===== config.mk =====
export PLATFORM = sky130hd
export DESIGN_NAME = lane_align_ctrl
export DESIGN_NICKNAME = d
export VERILOG_FILES = /design/src/rtl/lane_align_pkg.sv /design/src/rtl/lane_align_ctrl.sv
export SDC_FILE = /design/constraint.sdc
export NUM_CORES = 1
export LEC_CHECK = 0
export ABC_AREA = 0
export BUFFER_PORTS_ARGS = -buffer_cell sky130_fd_sc_hd__buf_2
export CORE_MARGIN = 3
export CORE_UTILIZATION = 30
export CTS_CLUSTER_DIAMETER = 30
export DETAILED_ROUTE_END_ITERATION = 10
export SYNTH_ARGS = -nofsm -noshare
export SYNTH_HDL_FRONTEND = slang
export SYNTH_SLANG_ARGS = --single-unit

===== constraint.sdc =====
create_clock -name dco_clk -period 4.16 [get_ports dco_clk]
set_input_delay 0.208 -clock dco_clk [delete_from_list [all_inputs] [get_ports dco_clk]]
set_output_delay 0.208 -clock dco_clk [all_outputs]
set_load 0.02 [all_outputs]

===== src/rtl/lane_align_pkg.sv =====
// lane_align_pkg: state encoding and default timing constants shared by
// lane_align_ctrl and anything that observes its debug state.
package lane_align_pkg;

  typedef enum logic [2:0] {
    S_IDLE    = 3'd0,
    S_SETTLE  = 3'd1,
    S_CHECK   = 3'd2,
    S_SLIP    = 3'd3,
    S_NEXT    = 3'd4,
    S_DONE    = 3'd5,
    S_FAIL    = 3'd6,
    S_MONITOR = 3'd7
  } state_e;

  localparam int DEF_SETTLE_CYCLES = 4;
  localparam int DEF_CHECK_CYCLES  = 16;
  localparam int DEF_MAX_SLIPS     = 1;

endpackage


===== src/rtl/lane_align_ctrl.sv =====
// lane_align_ctrl: walks the lanes one at a time, checks the training pattern and
// requests bitslips. Macro LANE_ALIGN_MONITOR_EN adds a post-lock drift monitor.
module lane_align_ctrl
  import lane_align_pkg::*;
#(
  parameter int   LANES         = 8,
  parameter logic EXP_RISE      = 1'b1,
  parameter logic EXP_FALL      = 1'b0,
  parameter int   SETTLE_CYCLES = DEF_SETTLE_CYCLES,
  parameter int   CHECK_CYCLES  = DEF_CHECK_CYCLES,
  parameter int   MAX_SLIPS     = DEF_MAX_SLIPS
) (
  input  logic             dco_clk,
  input  logic             rst_n,
  input  logic             align_start,
  input  logic [LANES-1:0] lane_rise,
  input  logic [LANES-1:0] lane_fall,
  output logic [LANES-1:0] bitslip_pulse,
  output logic             busy,
  output logic             done,
  output logic             fail,
  output logic [LANES-1:0] lane_locked,
  output logic [LANES-1:0] lane_error,
  output logic [LANES-1:0] lane_drift,
  output state_e           state_dbg
);

  localparam int LIW = (LANES > 1) ? $clog2(LANES) : 1;
  localparam int SW  = $clog2(SETTLE_CYCLES + 1);
  localparam int CW  = $clog2(CHECK_CYCLES + 1);
  localparam int PW  = (MAX_SLIPS > 0) ? $clog2(MAX_SLIPS + 1) : 1;

  localparam logic [LIW-1:0] LAST_LANE   = LIW'(LANES - 1);
  localparam logic [SW-1:0]  SETTLE_LOAD = SW'(SETTLE_CYCLES);
  localparam logic [CW-1:0]  CHECK_LAST  = CW'(CHECK_CYCLES - 1);
  localparam logic [PW-1:0]  SLIP_LIMIT  = PW'(MAX_SLIPS);

  state_e           state_q, state_d;
  logic [LIW-1:0]   lane_idx_q, lane_idx_d;
  logic [SW-1:0]    settle_cnt_q, settle_cnt_d;
  logic [CW-1:0]    check_cnt_q, check_cnt_d;
  logic [PW-1:0]    slip_cnt_q, slip_cnt_d;
  logic [LANES-1:0] locked_q, locked_d, error_q, error_d, pulse_q, pulse_d;
  logic             done_q, done_d, fail_q, fail_d, busy_q, busy_d;
  logic             sample_ok;

  assign sample_ok = (lane_rise[lane_idx_q] == EXP_RISE) &&
                     (lane_fall[lane_idx_q] == EXP_FALL);

`ifdef LANE_ALIGN_MONITOR_EN
  logic [LANES-1:0] drift_q, drift_d, mismatch;
  assign mismatch   = (lane_rise ^ {LANES{EXP_RISE}}) | (lane_fall ^ {LANES{EXP_FALL}});
  assign lane_drift = drift_q;
`else
  assign lane_drift = '0;
`endif

  always_comb begin
    state_d      = state_q;
    lane_idx_d   = lane_idx_q;
    settle_cnt_d = settle_cnt_q;
    check_cnt_d  = check_cnt_q;
    slip_cnt_d   = slip_cnt_q;
    locked_d     = locked_q;
    error_d      = error_q;
    done_d       = done_q;
    fail_d       = fail_q;
    pulse_d      = '0;
`ifdef LANE_ALIGN_MONITOR_EN
    drift_d      = drift_q;
`endif
    case (state_q)
      S_SETTLE: begin
        settle_cnt_d = settle_cnt_q - SW'(1);
        if (settle_cnt_q <= SW'(1)) begin
          state_d     = S_CHECK;
          check_cnt_d = '0;
        end
      end
      S_CHECK: begin
        if (sample_ok) begin
          check_cnt_d = check_cnt_q + CW'(1);
          if (check_cnt_q == CHECK_LAST) begin
            locked_d[lane_idx_q] = 1'b1;
            state_d              = S_NEXT;
          end
        end else if (slip_cnt_q < SLIP_LIMIT) begin
          // Pulse is registered on entry so it is high exactly during SLIP.
          pulse_d[lane_idx_q] = 1'b1;
          state_d             = S_SLIP;
        end else begin
          error_d[lane_idx_q] = 1'b1;
          state_d             = S_NEXT;
        end
      end
      S_SLIP: begin
        slip_cnt_d   = slip_cnt_q + PW'(1);
        settle_cnt_d = SETTLE_LOAD;
        state_d      = S_SETTLE;
      end
      S_NEXT: begin
        if (lane_idx_q == LAST_LANE) begin
          if (error_q == '0) begin
            state_d = S_DONE;
            done_d  = 1'b1;
          end else begin
            state_d = S_FAIL;
            fail_d  = 1'b1;
          end
        end else begin
          lane_idx_d   = lane_idx_q + LIW'(1);
          slip_cnt_d   = '0;
          settle_cnt_d = SETTLE_LOAD;
          state_d      = S_SETTLE;
        end
      end
      default: begin
        // IDLE, DONE, FAIL and MONITOR all accept a new pass.
        if (align_start) begin
          locked_d     = '0;
          error_d      = '0;
          done_d       = 1'b0;
          fail_d       = 1'b0;
          lane_idx_d   = '0;
          slip_cnt_d   = '0;
          settle_cnt_d = SETTLE_LOAD;
          state_d      = S_SETTLE;
`ifdef LANE_ALIGN_MONITOR_EN
          drift_d      = '0;
        end else if (state_q == S_DONE || state_q == S_FAIL) begin
          state_d = S_MONITOR;
        end else if (state_q == S_MONITOR) begin
          drift_d = drift_q | (locked_q & mismatch);
`endif
        end
      end
    endcase
    busy_d = (state_d == S_SETTLE) || (state_d == S_CHECK) ||
             (state_d == S_SLIP)   || (state_d == S_NEXT);
  end

  always_ff @(posedge dco_clk or negedge rst_n) begin
    if (!rst_n) begin
      state_q      <= S_IDLE;
      lane_idx_q   <= '0;
      settle_cnt_q <= '0;
      check_cnt_q  <= '0;
      slip_cnt_q   <= '0;
      locked_q     <= '0;
      error_q      <= '0;
      pulse_q      <= '0;
      done_q       <= 1'b0;
      fail_q       <= 1'b0;
      busy_q       <= 1'b0;
`ifdef LANE_ALIGN_MONITOR_EN
      drift_q      <= '0;
`endif
    end else begin
      state_q      <= state_d;
      lane_idx_q   <= lane_idx_d;
      settle_cnt_q <= settle_cnt_d;
      check_cnt_q  <= check_cnt_d;
      slip_cnt_q   <= slip_cnt_d;
      locked_q     <= locked_d;
      error_q      <= error_d;
      pulse_q      <= pulse_d;
      done_q       <= done_d;
      fail_q       <= fail_d;
      busy_q       <= busy_d;
`ifdef LANE_ALIGN_MONITOR_EN
      drift_q      <= drift_d;
`endif
    end
  end

  assign bitslip_pulse = pulse_q;
  assign busy          = busy_q;
  assign done          = done_q;
  assign fail          = fail_q;
  assign lane_locked   = locked_q;
  assign lane_error    = error_q;
  assign state_dbg     = state_q;

endmodule


### Yosys cells after proc, flatten, opt, wreduce, memory -nomap -nowiden

Index checks and enable logic that the tools add are counted.

* register bits: 42
* word-level logic and storage cells: 109

* $add $sub $neg: 4
* order comparisons: 4
* equal/unequal tests: 19
* muxes and demuxes: 42
* bitwise gates (word level): 7
* reductions and logical operators: 22

Operators by type and width (number)
* $mux 8: 8
* $pmux 8 s2: 2
* $mux 3: 10
* $pmux 3 s4: 2
* $ne 2x2->1 const B: 9
* $or 8x8->8: 2
* $reduce_and 4->1: 4
* $eq 3x2->1 const B: 4
* $reduce_and 3->1: 4
* $mux 5: 2
* $pmux 5 s2: 1
* $eq 3x3->1 const B: 3
* $mux 1: 9
* $logic_not 8->1: 1
* $bmux 1 s3: 2
* $eq 3x1->1 const B: 2
* $pmux 3 s2: 1
* $reduce_bool 2->1: 3
* $reduce_or 3->1: 2
* $add 5x1->5 const B: 1
* $eq 5x4->1 const B: 1
* $not 1->1: 5
* $lt 3x4->1 const B: 1
* $pmux 1 s2: 2
* other kinds (14): 17

### Longest topological paths before layout

Gate-level depths: netlist (run 1).

* depth in word-level cells: 10
* mapped depth: 8
* mapped depth without buffers: 7

### Least setup slack after synthesis (run 1)

Ideal clock, no wire load.

* kind: flip-flop to flip-flop
* start point: reg lane_idx_q[0]
* end point: reg locked_q[6] (netlist: lane_locked[6])
* setup time: 0.119 ns
* arrival time: 1.790 ns
* required time: 4.041 ns
* setup slack: 2.251 ns
* cell stages (with the launch flop): 8
* buffers on the path: 2
* cell sequence: dfrtp_1 > buf_4 > mux4_2 > mux2i_1 > nand3b_4 > buf_4 > nor3_1 > o21a_1

* word-level cells in the longest chain between the ends: 8
* elaborated cells between the ends (all ways): 17
* classes of those cells: 2 x order compare; 1 x eq/ne; 9 x mux; 2 x bitwise; 3 x reduce/logical

Ends and longest elaborated chain
* from (decl): line lane_align_ctrl.sv:39 `logic [LIW-1:0] lane_idx_q, lane_idx_d;`
* from (signal assigned): line lane_align_ctrl.sv:160 `lane_idx_q <= lane_idx_d;`
* $lt 3x4->1 (implied by the code) / $ge 3x1->1 (equally long branches): line lane_align_ctrl.sv:84 `locked_d[lane_idx_q] = 1'b1;`
* $logic_and 1x1->1 (implied by the code): line lane_align_ctrl.sv:84
* $mux 1 (implied by the code): line lane_align_ctrl.sv:84
* $demux 1 s3: line lane_align_ctrl.sv:84
* $or 8x8->8 (no line)
* $mux 8: line lane_align_ctrl.sv:83 `if (check_cnt_q == CHECK_LAST) begin`
* $mux 8: line lane_align_ctrl.sv:81 `if (sample_ok) begin`
* $pmux 8 s2: line lane_align_ctrl.sv:72 `case (state_q)`
* to (signal assigned): line lane_align_ctrl.sv:164 `locked_q <= locked_d;`
* to (decl): line lane_align_ctrl.sv:43 `logic [LANES-1:0] locked_q, locked_d, error_q, error_d, pulse_q, pulse_d;`

Several ways; a longest one is shown, not always the timed one. The select of a mux whose other input is x is not followed.
A chain may end at the register's enable or synchronous reset.

### Final worst setup path (run 1)

* start point: reg lane_idx_q[0]
* end point: reg check_cnt_q[3]

* word-level cells in the longest chain between the ends: 6
* elaborated cells between the ends (all ways): 8
* classes of those cells: 1 x eq/ne; 4 x mux; 1 x bitwise; 2 x reduce/logical

Ends and longest elaborated chain
* $bmux 1 s3: line lane_align_ctrl.sv:48 `(lane_fall[lane_idx_q] == EXP_FALL);`
* $mux 1 (implied by the code): line lane_align_ctrl.sv:48
* $not 1->1: line lane_align_ctrl.sv:48
* $logic_and 1x1->1 (*): line lane_align_ctrl.sv:47 `assign sample_ok = (lane_rise[lane_idx_q] == EXP_RISE) &&`
* $ne 2x2->1 (no line) (*)
* $reduce_and 3->1 (no line) (*)
* to (signal assigned): line lane_align_ctrl.sv:162 `check_cnt_q <= check_cnt_d;`
* to (decl): line lane_align_ctrl.sv:41 `logic [CW-1:0] check_cnt_q, check_cnt_d;`

Every way passes the cells marked *; elsewhere a longest branch is shown, timed or not. The select of a mux whose other input is x is not followed.

==> flow_summary.ini, run 1 <==
[finish]
drive_above_1_share = 0.245
syn_to_final_growth_pct = 16.7
instances_no_fill = 349
nFillCells = 716
diodes = 0
nNetsFinal = 277

[critical_path]
r2r_start = lane_idx_q[0]
arrival_ns = 2.60
startpoint_type = flop
critPathBufInv = 0
worstPathRequired_ns = 4.40
cp-end-kind = flop
path_cells = mux4_1, mux2i_4, nand3b_4, or3_1, a21oi_1
r2r_end = check_cnt_q[3]
rr_worst_depth = 5
critPathSlowestCell = dfrtp_1
max_stage_delay_ns = 0.69
cp_top_family = multiplexers
rrSetupSlack_ns = 1.79
critPathMaxFanout = 18
crit_type = reg -> reg

[timing]
post-route-min-period_ns = 2.37
holdWs_ns = 0.0296
setup_tns_ns = 0
finClkSkew_ns = 0.0105
fin_crit_sh = 0.569
max_slew_margin = 0.388
slew_violations = 0
setup_viol = 0
fmax_mhz = 423
rsz0062_at_grt = no
final_hold_viol_count = 0
worst_pin_slew_ns = 0.918

[clocking]
cts_max_path_buffers = 2
ctsResizeCount = 0
cts_max_level = 2
cts_tree = done
cts_setup_buffers = 0
numCtsBuffers = 5
cts_root_buf = clkbuf_8
ctsHoldBuffers = 0
cts.sinks = 42
path_clk_slew_ns = 0.09
clock_latency_ns = 0.30

[global_route]
grt.total_usage = 0.116
antenna_found_initial = 0
grt_pass1_vias = 1566
grt_max_degree = 43
grt_first_pass_wirelength_um = 7710
gr-total-overflow = 0

[drt]
avgRoutedWirePerCell_um = 13.5
ant_nets = 0
drt-total-wl_um = 4710
drt_iter0_drc = 122
drt-pass1-iter-count = 6
drc = 0
avgViaCountPerCell = 4.78
num_vias = 1667

[placed_design]
gp_congestion = 0.742
io_buffers = 48
dp_hpwl_um = 3490
dp.cells = 341

[run]
cap_violations = 0

[die]
io_pins = 57
die_h_um = 90.8
dieArea_mm2 = 0.00824
initial_core_util = 0.314
core_mm2 = 0.00687
core.rowCount = 30
die-width_um = 90.8

[power]
leakagePower_nw = 1.23
ir_drop_mv = 0.263
power.density_mw_per_mm2 = 525

[hold_path]
hold_class = in -> async

[status]
status = complete, no violations

[yosys]
ys_types = 40
yosysWarnings = 0
syn_area_per_cell_um2 = 10.3
syn_area_mm2 = 0.00216
ys_seq_area_frac = 0.488
ys_ff_latch = 42
postSynthCellCount = 210
==> synth_stat cells <==
master / n / area, um2
nand2_1: 22 / 82.6
dfrtp_1: 42 / 1050
nor4_1: 7 / 43.8
nor3_4: 1 / 16.3
mux2i_1: 4 / 40.0
buf_4: 11 / 82.6
nand4_2: 2 / 25.0
and3_1: 1 / 6.26
o22ai_1: 3 / 18.8
mux4_1: 2 / 52.6
nor3_1: 9 / 45.0
clkbuf_2: 1 / 5.00
nor2_1: 11 / 41.3
clkbuf_1: 5 / 18.8
xnor2_1: 1 / 8.76
inv_1: 12 / 45.0
ha_1: 6 / 75.1
nand3b_4: 1 / 20.0
conb_1: 1 / 3.75
a21oi_1: 6 / 30.0
nand2b_1: 3 / 18.8
a32o_1: 1 / 10.0
nand4_1: 2 / 12.5
o22a_1: 1 / 8.76
o31ai_1: 5 / 37.5
nand3_1: 8 / 40.0
mux2i_4: 1 / 22.5
o21ai_0: 15 / 75.1
xor2_1: 2 / 17.5
o211a_1: 1 / 10.0
mux4_2: 2 / 45.0
buf_2: 3 / 15.0
nor2b_1: 2 / 12.5
or3_1: 2 / 12.5
nor3b_1: 2 / 15.0
a21o_1: 1 / 7.51
a31oi_1: 1 / 6.26
o21a_1: 7 / 52.6
o311a_1: 1 / 10.0
o211ai_1: 2 / 15.0
==> flip-flops by register name, indices dropped and copies added (netlist names) <==
register,count
bitslip_pulse,8
busy,1
check_cnt_q,5
done,1
fail,1
lane_error,8
lane_idx_q,3
lane_locked,8
settle_cnt_q,3
slip_cnt_q,1
state_dbg,3
==> worst max-delay path by stage <==
| stage | start | to | cells past startpoint | slack (ns) |
|---|---|---|---|---|
| after floorplan | lane_idx_q[0] | lane_locked[6] | 7 | 2.25 |
| after global placement | lane_idx_q[0] | check_cnt_q[3] | 5 | 1.85 |
| after detailed placement | lane_idx_q[0] | check_cnt_q[3] | 5 | 1.78 |
| after CTS | lane_idx_q[0] | check_cnt_q[3] | 5 | 1.78 |
| after global routing | lane_idx_q[0] | check_cnt_q[3] | 5 | 1.63 |
| final | lane_idx_q[0] | check_cnt_q[3] | 5 | 1.79 |
==> per-layer routing <==
layer | wire, um | up-vias | GRT usage
li1 | - | 815 | -
met1 | 2190 | 804 | 0.157
met2 | 2210 | 41 | 0.180
met3 | 249 | 7 | 0.0325
met4 | 61 | 0 | 0.0377
met5 | 0 | - | 0
==> kinds of logic after synthesis <==
family,Yosys count,share of synthesized area
AOI/OAI and AO/OA,44,0.131
DFF,42,0.488
muxes,9,0.0743
adders and majority gates,6,0.0348
other,1,0.00174
buffers and inverters,32,0.0772
xor gates and xnor gates,3,0.0122
and+or+nand+nor,73,0.182
==> cell usage in the layout, fill, tap and decap left out, types with 4 or more instances in the layout <==
cell and count:
buf_2 48, dfrtp_1 42, nand2_1 22, o21ai_0 15, inv_1 12, nor2_1 11, nor3_1 9, nand3_1 8
conb_1 8, nor4_1 7, o21a_1 7, a21oi_1 6, ha_1 6, clkbuf_8 6, o31ai_1 5, mux2i_1 4
==> report_power, final <==
group,internal [mW],switching (mW),total [mW]
combinational,0.185,0.283,0.469
clock,0.137,0.148,0.285
sequential,0.466,0.102,0.568
total,0.789,0.533,1.32
==> cell type report <==
type                            count  area (um2)  area share
Clock inverter                      1        8.76     0.00348
Inverter                           12        45.0      0.0179
Tap cell                           96         120      0.0477
Clock buffer                        7        86.3      0.0343
Multi-Input combinational cell    143         965       0.383
Timing Repair Buffer               48         240      0.0955
Sequential cell                    42        1050       0.418
==> per-stage QoR <==
step           setup slack [ns]  instance area (um2)  power, mW  utilization
5_1_grt                    1.63                 2520       1.42        0.366
3_3_place_gp               1.85                 2420       1.04        0.352
3_5_place_dp               1.78                 2420       1.05        0.352
6_report                   1.79                 2520       1.32        0.366
2_1_floorplan              2.25                 2180      0.950            -
4_1_cts                    1.78                 2520       1.33        0.366
No activity file was read; power rests on OpenSTA's default activity.
==> inputs of run 2 (changes only) <==
--- a/config.mk
+++ b/config.mk
@@ -5,7 +5,7 @@
 export SDC_FILE = /design/constraint.sdc
 export NUM_CORES = 1
 export LEC_CHECK = 0
-export ABC_AREA = 0
+export ABC_AREA = 1
 export BUFFER_PORTS_ARGS = -buffer_cell sky130_fd_sc_hd__buf_2
 export CORE_MARGIN = 3
 export CORE_UTILIZATION = 30
==> constraint.sdc (replaced) <==
create_clock -name dco_clk -period 2.3 [get_ports dco_clk]
set_input_delay 0.115 -clock dco_clk [delete_from_list [all_inputs] [get_ports dco_clk]]
set_output_delay 0.115 -clock dco_clk [all_outputs]
set_load 0.02 [all_outputs]
==> run 2 against run 1 <==
  * Synthesized cell count is 39% higher
  * Worst setup slack worse by 1.5 ns
  * Critical path depth rose by 6
  * Register-to-register slack lost 1.5 ns
  * Critical path type unchanged
  * Core utilization rose by 0.49 points
  * Maximum frequency rose by 19%
==> flow_summary.ini, run 2 <==
[status]
status = complete, no violations

[die]
die-width_um = 93.5
io_pins = 57
initial_core_util = 0.314
dieArea_mm2 = 0.00875
core_mm2 = 0.00733
core.rowCount = 31
die_h_um = 93.5

[yosys]
ys_seq_area_frac = 0.457
synth_top_area_share = 0.457
syn_area_per_cell_um2 = 7.90
yosysWarnings = 0
synth_area_leaders = dfrtp_1, nand2_1, inv_1, nor2_1, nand3_1
ys_top_cells_by_count = nand2_1, inv_1, dfrtp_1, nor2_1, nand3_1
ys_types = 32
async_reset_ff_frac = 1.00
syn_area_mm2 = 0.00230
ys.flop_type = dfrtp_1
synth_edf_count = 0
yosysTopAreaCell = dfrtp_1
synth_most_common_cell = nand2_1
postSynthCellCount = 291
ys_ff_latch = 42

[timing]
final_hold_viol_count = 0
rsz0062_at_grt = no
slew_violations = 0
post-route-min-period_ns = 1.98
setup_ws_ns = 0.315
setup_tns_ns = 0
max_slew_margin = 0.373
setup_viol = 0
fin_crit_sh = 0.863
fmax_mhz = 504
worst_pin_slew_ns = 0.941
finClkSkew_ns = 0.0140

[critical_path]
crit_type = reg -> reg
crit_top_cell = nor2_1
r2r_start = lane_idx_q[1]
critPathMaxFanout = 5
r2r_end = busy
cp-endpoint = busy
arrival_ns = 2.18
max_stage_delay_ns = 0.48
rr_worst_depth = 11
crit_path_start = lane_idx_q[1]
startpoint_type = flop
worstPathRequired_ns = 2.50
path_cells = ha_1, ha_1, inv_1, nor2_1, o21ai_0, nand2_1, a21oi_1, nand3_1, nor2_2, nor2_1, nor2_1
rrSetupSlack_ns = 0.32
cp-end-kind = flop
cp_top_family = simple AND/OR/NAND/NOR gates
critPathBufInv = 1
path_depth = 11
critPathSlowestCell = dfrtp_1

[drt]
avgRoutedWirePerCell_um = 12.0
drc = 0
drt-total-wl_um = 5330
drt_iter0_drc = 127
avgViaCountPerCell = 4.50
num_vias = 2000
drt-pass1-iter-count = 4
ant_nets = 0

[finish]
instances_no_fill = 444
drive_above_1_share = 0.226
syn_to_final_growth_pct = 18.4
final_cell_area_mm2 = 0.00272
mostFrequentLayoutCell = nand2_1
fin_util = 0.371
layout_common_cells = nand2_1, inv_1, buf_2
nNetsFinal = 369
diodes = 0

[global_route]
antenna_found_initial = 0
grt_pass1_vias = 1998
grt_first_pass_wirelength_um = 9160
grt_max_degree = 43
grt.total_usage = 0.132
gr-total-overflow = 0

[power]
ir_drop_mv = 0.319
leakagePower_nw = 1.51
power.density_mw_per_mm2 = 926
power_frac_comb = 0.424
power.internal_mw = 1.42
pwr-share-seq = 0.368
swShare = 0.436
clkPwrFrac = 0.208
switchingPower_mw = 1.10

[clocking]
cts_max_level = 2
numCtsBuffers = 5
cts_max_path_buffers = 2
path_clk_slew_ns = 0.10
cts.sinks = 42
cts_setup_buffers = 0
cts_tree = done
cts_root_buf = clkbuf_8
clock_latency_ns = 0.31

[placed_design]
dp.cells = 435
dp_hpwl_um = 4110
pre_cts_ws_ns = 0.338
gp_congestion = 0.863
postPlaceCellArea_mm2 = 0.00262
io_buffers = 48

[run]
cap_violations = 0

[hold_path]
hold_class = in -> reg
## run 2: changes by cell type in the layout (fill, tap and decap cells not counted), sizes merged, moves of 3 or more
cell    change
nand2      +39
mux2i       -4
nand2b      -3
nor3        -9
o21ai       -7
nand3      +11
a21oi       +5
nor4        -7
nand4       +7
nor2       +37
inv        +42
o31ai       -4
mux4        -4
## run 2: repair_timing
item                                   4_1_cts  5_1_grt
resized for setup                            0        0
hold buffers                                 1        0
endpoints found under the hold margin       40        0
## run 2: logic make-up after synthesis
group | synth area share
AOI/OAI and AO/OA | 0.0904
xor gates and xnor gates | 0.00381
adders and majority gates | 0.0327
buffers and inverters | 0.125
DFF | 0.457
muxes | 0.00436
other | 0.00163
and+or+nand+nor | 0.285
## run 2: area by class of cell
class | count | area (um2)
Multi-Input combinational cell | 191 | 986
Clock inverter | 3 | 26.3
Sequential cell | 42 | 1050
Fill cell | 775 | 4610
Tap cell | 99 | 124
Timing Repair Buffer | 51 | 265
Clock buffer | 5 | 68.8
Inverter | 53 | 200
## run 2: worst min-delay path by stage
stage,startpoint,cells past startpoint,end,slack (ns)
after floorplan,rst_n,0,bitslip_pulse[0],-0.18
after global placement,rst_n,1,check_cnt_q[2],0.32
after detailed placement,rst_n,1,check_cnt_q[3],0.32
after CTS,align_start,5,state_dbg[0],0.22
after global routing,align_start,5,state_dbg[0],0.26
final,align_start,5,state_dbg[0],0.23
## run 2: routing by layer
metal | vias to the layer above | wire, um | global-route usage
met2 | 52 | 2510 | 0.208
met3 | 10 | 250 | 0.0306
met4 | 0 | 110 | 0.0505
li1 | 1005 | - | -
met5 | - | 0 | 0
met1 | 933 | 2460 | 0.176
## run 2: worst register-to-register path: cells and delay by family, from the launching register on
family,cells,cell delay [ns]
and+or+nand+nor,6,0.71
adders and majority gates,2,0.33
AOI/OAI and AO/OA,2,0.28
DFF,1,0.48
buffers and inverters,1,0.08
## run 2: metrics by stage
step / hold slack, ns / power (mW)
after floorplan: -0.181 / 1.76
after global routing: 0.263 / 2.74
after global placement: 0.324 / 2.01
final: 0.226 / 2.52
after CTS: 0.218 / 2.55
after detailed placement: 0.324 / 2.02
## run 2: power by group through the flow
stage	combinational, mW	sequential [mW]	clock, mW
detailed placement	1.08	0.945	0
CTS	1.08	0.929	0.539
finish	1.07	0.928	0.524
floorplan	0.752	1.01	0
global route	1.22	0.942	0.575
global placement	1.07	0.942	0
==> inputs of run 3 (changes only) <==
--- a/config.mk
+++ b/config.mk
@@ -9,8 +9,11 @@
 export BUFFER_PORTS_ARGS = -buffer_cell sky130_fd_sc_hd__buf_2
 export CORE_MARGIN = 3
 export CORE_UTILIZATION = 30
+export CTS_BUF_LIST = sky130_fd_sc_hd__clkbuf_2
 export CTS_CLUSTER_DIAMETER = 30
 export DETAILED_ROUTE_END_ITERATION = 10
+export SKIP_CTS_REPAIR_TIMING = 1
+export SLEW_MARGIN = 0
 export SYNTH_ARGS = -nofsm -noshare
 export SYNTH_HDL_FRONTEND = slang
 export SYNTH_SLANG_ARGS = --single-unit
==> run 3 against run 2 <==
  * Clock power is 30% lower
  * Via count is 0.70% lower
  * Combinational power hardly changed
  * Sequential share of layout area is 0.63 points higher
  * Final area is 1.6% lower
  * Non-clock buffer count stayed put
==> flow_summary.ini, run 3 (synthesis results as in run 2) <==
[drt]
drt-total-wl_um = 5350
drc = 0
drt-pass1-iter-count = 4
dr_wl_met2_um = 2510
wl_met1_um = 2520
num_vias = 1986
drt_iter0_drc = 70
dr_wl_met3_um = 227
ant_nets = 0
avgViaCountPerCell = 4.47
avgRoutedWirePerCell_um = 12.1
top_layer = met4

[timing]
worst_pin_slew_ns = 0.940
fin_crit_sh = 0.882
max_slew_margin = 0.373
setup_ws_ns = 0.272
setup_tns_ns = 0
slew_violations = 0
post-route-min-period_ns = 2.03
finClkSkew_ns = 0.0301
rsz0062_at_grt = no
fmax_mhz = 493
setup_viol = 0
final_hold_viol_count = 0

[power]
leakagePower_nw = 1.49
pwr-share-seq = 0.392
ir_drop_mv = 0.318
power_frac_comb = 0.452
power_mw = 2.36
power.internal_mw = 1.28
power.density_mw_per_mm2 = 883
switchingPower_mw = 1.08
clkPwrFrac = 0.155
swShare = 0.457

[die]
dieArea_mm2 = 0.00875
core_mm2 = 0.00733
initial_core_util = 0.314
die_h_um = 93.5
io_pins = 57
die-width_um = 93.5
core.rowCount = 31

[global_route]
antenna_found_initial = 0
grt_pass1_vias = 1979
grt_first_pass_wirelength_um = 9120
gr-total-overflow = 0
grt_max_degree = 43
grt.total_usage = 0.131

[finish]
layout_common_cells = nand2_1, inv_1, buf_2
diodes = 0
final_cell_area_mm2 = 0.00268
mostFrequentLayoutCell = nand2_1
nNetsFinal = 369
drive_above_1_share = 0.226
syn_to_final_growth_pct = 16.5
fin_util = 0.365

[placed_design]
gp_congestion = 0.863
pre_cts_ws_ns = 0.338
io_buffers = 48
dp_hpwl_um = 4110
postPlaceCellArea_mm2 = 0.00262

[clocking]
numCtsBuffers = 5
clock_latency_ns = 0.43
cts_root_buf = clkbuf_2
cts_max_level = 2
cts_max_path_buffers = 2
path_clk_slew_ns = 0.26
cts.sinks = 42
cts_tree = done

[critical_path]
worstPathRequired_ns = 2.66
cp-end-kind = flop
crit_type = reg -> reg
critPathMaxFanout = 5
startpoint_type = flop
arrival_ns = 2.38

[status]
status = complete, no violations

[run]
cap_violations = 0

[hold_path]
hold_class = in -> reg
## run 3: cell counts in the layout (fill, tap and decap cells not counted)
No cell type changed its count.
## run 3: worst paths after layout
path | from | to | slack (ns) | cells past startpoint
setup / recovery | lane_idx_q[1] | busy | 0.27 | 12
hold / removal | align_start | state_dbg[0] | 0.10 | 5
setup reg to reg | lane_idx_q[1] | busy | 0.27 | 12
hold reg to reg | lane_locked[1] | lane_locked[1] | 0.53 | 1
max in group asynchronous | rst_n | bitslip_pulse[0] | 1.38 | 2
min in group asynchronous | rst_n | lane_error[5] | 0.33 | 2
## run 3: power groups by stage
| stage | registers [mW] | clock network [mW] | logic (mW) |
|---|---|---|---|
| final | 0.928 | 0.368 | 1.07 |
| after floorplan | 1.01 | 0 | 0.752 |
| after CTS | 0.930 | 0.388 | 1.08 |
| after global routing | 0.943 | 0.421 | 1.22 |
| after detailed placement | 0.945 | 0 | 1.08 |
| after global placement | 0.942 | 0 | 1.07 |
## run 3: critical path, cell delays in order (launching register included)
cell     delay (ns)
dfrtp_1        0.54
ha_1           0.20
ha_1           0.13
inv_1          0.08
nor2_1         0.28
o21ai_0        0.23
nand2_1        0.13
inv_1          0.04
nand2_1        0.05
nor2_1         0.05
nand3_1        0.07
nor2_1         0.04
nor2_1         0.12
## run 3: layout make-up
type                            instances  area, um2
Clock buffer                            5       25.0
Clock inverter                          3       26.3
Fill cell                             782       4650
Inverter                               53        200
Multi-Input combinational cell        191        986
Sequential cell                        42       1050
Tap cell                               99        124
Timing Repair Buffer                   51        265
## run 3: per-layer routing
metal | vias to the layer above | track usage
met5 | - | 0
met4 | 0 | 0.0505
met3 | 9 | 0.0282
met2 | 44 | 0.204
met1 | 926 | 0.176
li1 | 1007 | -
## run 3: metrics by stage
stage | hold WS [ns] | instances
floorplan | -0.181 | 298
global placement | 0.324 | 435
detailed placement | 0.324 | 435
CTS | -0.209 | 443
global route | 0.0922 | 444
finish | 0.102 | 444
